--- src/rtl/demux_route.sv ---
`default_nettype none
// ============================================================================
//  Module      : demux_route
//  Description : Registered 1-to-N demultiplexer. Routes one DATA_SZ word per
//                cycle to one of N = 2^(LEVEL-1) lanes. Each lane has a
//                one-entry holding register with its own valid/ready
//                handshake. Out-of-range selects are sunk and counted.
//                Lane i is packed at out_data[i*DATA_SZ +: DATA_SZ].
//  Revision    : 1.0 - initial release
// ============================================================================
module demux_route #(
   parameter int LEVEL   = 4,
   parameter int DATA_SZ = 4,
   parameter int SEL_SZ  = 3,
   parameter int ERR_SZ  = 8
) (
   input  logic                                clk,
   input  logic                                rst_n,
   input  logic                                in_valid,
   output logic                                in_ready,
   input  logic [DATA_SZ-1:0]                  in_data,
   input  logic [SEL_SZ-1:0]                   in_sel,
   output logic [(1<<(LEVEL-1))-1:0]           out_valid,
   input  logic [(1<<(LEVEL-1))-1:0]           out_ready,
   output logic [(1<<(LEVEL-1))*DATA_SZ-1:0]   out_data,
   output logic                                err_pulse,
   output logic [ERR_SZ-1:0]                   err_cnt
);

   localparam int c_lanes = 1 << (LEVEL - 1);
   localparam int c_idx_w = LEVEL - 1;
   // Comparison width wide enough to hold both the select and the lane count,
   // so the range test never truncates (sel == N must not alias lane 0).
   localparam int c_cmp_w = ((SEL_SZ > LEVEL) ? SEL_SZ : LEVEL) + 1;
   localparam logic [c_cmp_w-1:0] c_lanes_ext = c_cmp_w'(c_lanes);
   localparam logic [ERR_SZ-1:0]  c_err_max   = '1;

   typedef enum logic {
      EMPTY = 1'b0,
      FULL  = 1'b1
   } lane_state_t;

   logic [c_cmp_w-1:0] w_sel_ext;
   logic               w_in_range;
   logic [c_idx_w-1:0] w_lane;
   logic               w_fire;
   logic               w_drop;
   logic               r_err_pulse;
   logic [ERR_SZ-1:0]  r_err_cnt;

   assign w_sel_ext  = {{(c_cmp_w-SEL_SZ){1'b0}}, in_sel};
   assign w_in_range = (w_sel_ext < c_lanes_ext);
   assign w_lane     = in_sel[c_idx_w-1:0];

   // Accept when the target lane is empty or draining this cycle; sink out-of-range words.
   always_comb begin
      in_ready = 1'b1;
      if (w_in_range) begin
         in_ready = !out_valid[w_lane] | out_ready[w_lane];
      end
   end

   assign w_fire = in_valid & in_ready;
   assign w_drop = w_fire & ~w_in_range;

   generate
      for (genvar i = 0; i < c_lanes; i++) begin : g_lane
         lane_state_t        r_state;
         logic [DATA_SZ-1:0] r_data;
         logic               w_hit;
         logic               w_drain;

         assign w_hit   = w_fire & w_in_range & (w_lane == c_idx_w'(i));
         assign w_drain = (r_state == FULL) & out_ready[i];

         // Lane holding register: a hit fills or refills, a drain without hit empties.
         always_ff @(posedge clk or negedge rst_n) begin
            if (!rst_n) begin
               r_state <= EMPTY;
               r_data  <= '0;
            end else if (w_hit) begin
               r_state <= FULL;
               r_data  <= in_data;
            end else if (w_drain) begin
               r_state <= EMPTY;
            end
         end

         assign out_valid[i]                      = (r_state == FULL);
         assign out_data[i*DATA_SZ +: DATA_SZ]    = r_data;
      end
   endgenerate

   // Dropped-word pulse and saturating drop counter.
   always_ff @(posedge clk or negedge rst_n) begin
      if (!rst_n) begin
         r_err_pulse <= 1'b0;
         r_err_cnt   <= '0;
      end else begin
         r_err_pulse <= w_drop;
         if (w_drop && (r_err_cnt != c_err_max)) begin
            r_err_cnt <= r_err_cnt + 1'b1;
         end
      end
   end

   assign err_pulse = r_err_pulse;
   assign err_cnt   = r_err_cnt;

endmodule
`default_nettype wire

--- config.mk ---
export PLATFORM = sky130hd
export DESIGN_NAME = demux_route
export DESIGN_NICKNAME = d
export VERILOG_FILES = /design/src/rtl/demux_route.sv
export SDC_FILE = /design/constraint.sdc
export NUM_CORES = 1
export LEC_CHECK = 0
export BUFFER_PORTS_ARGS = -buffer_cell sky130_fd_sc_hd__buf_2
export CORE_UTILIZATION = 35
export CTS_BUF_LIST = sky130_fd_sc_hd__clkbuf_4 sky130_fd_sc_hd__clkbuf_8
export CTS_CLUSTER_SIZE = 16
export DETAILED_ROUTE_END_ITERATION = 7
export SLEW_MARGIN = 20
export SYNTH_ARGS = -nofsm -noshare
export SYNTH_HDL_FRONTEND = slang
export SYNTH_SLANG_ARGS = --single-unit
--- constraint.sdc ---
create_clock -name clk -period 1.5 [get_ports clk]
set_input_delay 0 -clock clk [delete_from_list [all_inputs] [get_ports clk]]
set_output_delay 0 -clock clk [all_outputs]
set_load 0.02 [all_outputs]
Word-level counts from Yosys, hierarchy flattened
Index checks and enable logic that the tools add are counted.
W data, S select, Z words.
{ "totals": {"in_bits": 18, "output_inout_bits": 50, "elab_cells": 82, "ff_bits": 49} }
{ "op_classes": {"n_mux": 21, "reduce_logical": 11, "n_addsub": 1, "eq_ne": 8, "bitwise": 21, "order_cmp": 2} }
{ "ops": {"columns": ["cell", "n"], "rows": [
  ["$and A1 B1 Y1", 19],
  ["$mux W1", 19],
  ["$reduce_bool A2 Y1", 8],
  ["$eq A3 B3 Y1 const B", 4],
  ["$add A8 B1 Y8 const B", 1],
  ["$lt A3 B4 Y1 const B", 2],
  ["$ne A8 B8 Y1 const B", 1],
  ["$bmux W1 S3", 2],
  ["$eq A3 B2 Y1 const B", 2],
  ["$eq A3 B1 Y1 const B", 1],
  ["$logic_not A3 Y1", 1],
  ["$logic_and A1 B1 Y1", 1],
  ["$logic_not A1 Y1", 1],
  ["$not A1 Y1", 1],
  ["$or A1 B1 Y1", 1]
]} }

Logic depth before layout (Yosys ltp)
{ "logic_depth": {"word_depth": 9, "ltp_mapped": 4} }

Worst setup path after synthesis
No wires, ideal clock.
{ "synth_path": {"kind": "reg-to-reg", "start": "reg g_lane[3].r_state", "end": "reg g_lane[3].r_data[0]", "synth_period_minus_slack_ns": 1.345, "path_slack_ns": 0.155, "required_time_ns": 1.375, "arrival_time_ns": 1.220, "stages_incl_launch_ff": 4, "setup_time_ns": 0.125, "path_buffers": 0, "path_cell_list": "dfrtp_1 -> nor2b_1 -> nor4b_4 -> mux2_2"} }
{ "synth_via": {"elab_chain_len": 8} }
{ "synth_rtl": {"columns": ["item", "line_no", "rtl"], "rows": [
  ["start, declared", "68", "lane_state_t r_state;"],
  ["start signal, assigned", "79", "r_state <= EMPTY;"],
  ["start signal, assigned", "82", "r_state <= FULL;"],
  ["start signal, assigned", "85", "r_state <= EMPTY;"],
  ["$bmux W1 S3", "59", "in_ready = !out_valid[w_lane] | out_ready[w_lane];"],
  ["$mux W1 (not written as such)", "59", null],
  ["$logic_not A1 Y1", "59", null],
  ["$or A1 B1 Y1", "59", null],
  ["$mux W1", "58", "if (w_in_range) begin"],
  ["$and A1 B1 Y1", "63", "assign w_fire = in_valid & in_ready;"],
  ["$and A1 B1 Y1 (2 in series)", "73", "assign w_hit = w_fire & w_in_range & (w_lane == c_idx_w'(i));"],
  ["end signal, assigned", "83", "r_data <= in_data;"],
  ["end, declared", "69", "logic [DATA_SZ-1:0] r_data;"]
]} }
Every way passes these cells. The select of a mux whose other input is x is not followed.
A chain may end at the register's enable or synchronous reset.

Worst setup path in the final report
{ "layout_path": {"start": "reg g_lane[0].r_state", "end": "out in_ready"} }
{ "layout_via": {"elab_chain_len": 5} }
{ "layout_rtl": {"columns": ["item", "line_no", "rtl"], "rows": [
  ["start, declared", "68", null],
  ["start signal, assigned", "79", null],
  ["start signal, assigned", "82", null],
  ["start signal, assigned", "85", null],
  ["$bmux W1 S3", "59", null],
  ["$mux W1 (not written as such)", "59", null],
  ["$logic_not A1 Y1", "59", null],
  ["$or A1 B1 Y1", "59", null],
  ["$mux W1", "58", null],
  ["end, declared", "20", "output logic in_ready,"]
]} }
Every way passes these cells. The select of a mux whose other input is x is not followed.

==> results_dict.tcl <==
set metrics [dict create \
    status "finished, violations left" \
    violations "setup timing" \
    layout_commonest_cell "buf_2" \
    hpwl_mm 2.87 \
    clockBufferDepth 2 \
    antenna_found_initial 0 \
    irDropWorstVdd_mv 0.647 \
    cts_tree "done" \
    grt.overflow.total 0 \
    h-tree-depth 2 \
    grt_max_degree 19 \
    fmax_mhz 621 \
    synth_cell_types 22 \
    syn_area_um2 1800 \
    clk_pin_slew_worst_paths_ps 80 \
    vias 1169 \
    fp.dieH_um 73.6 \
    avgViaCountPerCell 4.57 \
    first_global_vias 1234 \
    rsz0062_at_grt "true" \
    synth-warning-count 0 \
    drc 0 \
    cts_buffers 5 \
    wl_mm 3.90 \
    root_buffer "clkbuf_8" \
    drt_iter0_drc 58 \
    start_util 0.373 \
    synth.avg_cell_area_um2 14.2 \
    fp-row-count 25 \
    fin_cells 256 \
    setup_slack_ps -110 \
    power.total_mw 3.10 \
    crit_path_max_fanout 2 \
    ant_nets 0 \
    critPathLaunchType "flop" \
    wl_per_cell_um 15.2 \
    crit_chain "nand2b_1, mux2_4, mux4_2, buf_6" \
    path_class "flop to output pin" \
    yosys.area.top_type "dfrtp_1" \
    synth-seq-cells 40 \
    synthTopCellsByArea "dfrtp_1 (56%), mux2_2 (18%), buf_4 (7.5%), nor4b_4 (2.6%), mux2_1 (2.5%)" \
    n_antenna_cell 0 \
    clk_latency_ps 290 \
    endpoint_kind "output pin" \
    die_w_um 73.6 \
    dp.cells 243 \
    ys_seq_area_frac 0.557 \
    most-common-layout-cells "buf_2 (57), dfrtp_1 (40), mux2_2 (28)" \
    required_ps 1500 \
    fin_crit_sh 1.07 \
    pwr_density_cell_nw_per_um2 1360 \
    cp.arrival_ps 1610 \
    finClkSkew_ps 5.93 \
    max_cap_viol_count 0 \
    clock_sinks 40 \
    port_buffers 58 \
    drive_gt1_frac 0.614 \
    drtPass1Iterations 4 \
    fin_nets 206 \
    slowest_delay_ps 460 \
    die-area_um2 5420 \
    ios 68 \
    finalHoldViolations 0 \
    gp_congestion 0.693 \
    synth_top_area_frac 0.557 \
    leakage_nw 1.11 \
    setup-tns-final_ps -110 \
    track_usage 0.160 \
    core_um2 4820 \
    setup_violations 1 \
    grt_pass1_wl_mm 6.29 \
    area_growth_pct 26.6 \
    finalMaxSlewViolations 0 \
    period_minus_slack_ps 1610 \
    final_core_util 0.472 \
    syn_inst 126 \
    slowest_stage "mux4_2" \
    worstHoldPathType "primary input to flop" \
]
registers in the layout, indices dropped and copies added, names as in the netlist:
| signal | cells |
|---|---|
| g_lane.r_data | 32 |
| g_lane.r_state | 8 |
layer usage:
layer  vias to the layer above  global-route usage  part of all wire
met1                       588               0.210              0.43
li1                        532                   -                 -
met2                        45               0.251              0.49
met4                         0              0.0577            0.0074
met3                         4              0.0494             0.067
met5                         -                   0                 0
through the flow:
stage                     hold slack (ps)  cell area, µm²  worst slack [ps]
after floorplan                      -296            1830               155
after global placement              -62.3            2080              56.0
after detailed placement            -50.9            2080              10.2
after CTS                            1.65            2250              -137
after global routing                 16.3            2270              -179
final                                19.5            2270              -110
synth_stat cells:
library cell  number
nor3b_1            2
or2_2              4
mux2_1             4
mux2_2            29
nand2b_1           4
nand4b_1           2
nand2_1            4
dfrtp_1           40
nor2b_1            4
mux2i_1            1
a21oi_1            2
nand3_1            1
nor2_1             1
nor3b_4            1
nor2b_2            1
nor3_4             1
conb_1             1
nor4b_4            2
nand2_2            2
buf_4             18
mux4_2             1
nand4_1            1
report_power, final:
part | total, mW | switching, mW | internal (mW)
registers | 1.39 | 0.105 | 1.28
clock network | 0.875 | 0.363 | 0.512
logic | 0.839 | 0.501 | 0.338
worst paths after layout:
| kind | slack [ps] | startpoint | endpoint | depth (start not counted) |
|---|---|---|---|---|
| worst max-delay path | -110 | g_lane[0].r_state$_DFFE_PN0P_ | in_ready | 4 |
| max in group asynchronous | 750 | rst_n | g_lane[5].r_data[1]$_DFFE_PN0P_ | 3 |
| worst min register to register | 480 | g_lane[5].r_data[0]$_DFFE_PN0P_ | g_lane[5].r_data[0]$_DFFE_PN0P_ | 1 |
| min in group asynchronous | 160 | rst_n | g_lane[2].r_data[2]$_DFFE_PN0P_ | 2 |
| worst max register to register | 80 | g_lane[6].r_state$_DFFE_PN0P_ | g_lane[6].r_data[3]$_DFFE_PN0P_ | 3 |
| worst min-delay path | 20 | out_ready[4] | g_lane[4].r_state$_DFFE_PN0P_ | 3 |
what timing repair did:
action	CTS	global route
setup buffers	3	0
pin swaps	0	1
resized for setup	6	5
endpoints found under the setup margin	3	9
hold buffers	2	0
hold endpoints to repair	23	0
area by class of cell:
type	count	area (µm²)
clock buffer	6	76.3
clock inverter	2	35.0
timing repair buffer	65	354
tap	67	83.8
sequential	40	1000
multi-input combinational	76	723
fill	474	2540
critical path, delay by kind of cell, from the launching register on:
| family | cells | cell delay (ps) |
|---|---|---|
| buffers and inverters | 1 | 150 |
| DFF | 1 | 350 |
| muxes | 2 | 730 |
| and+or+nand+nor | 1 | 80 |
cell families after synthesis:
logic type | after synthesis | share of synthesized area
compound gates | 2 | 0.00558
buf+inv | 18 | 0.0753
flops | 40 | 0.557
mux | 35 | 0.225
other cells | 1 | 0.00209
simple gates | 30 | 0.134
Note: power is estimated with default switching activity, not from simulation.
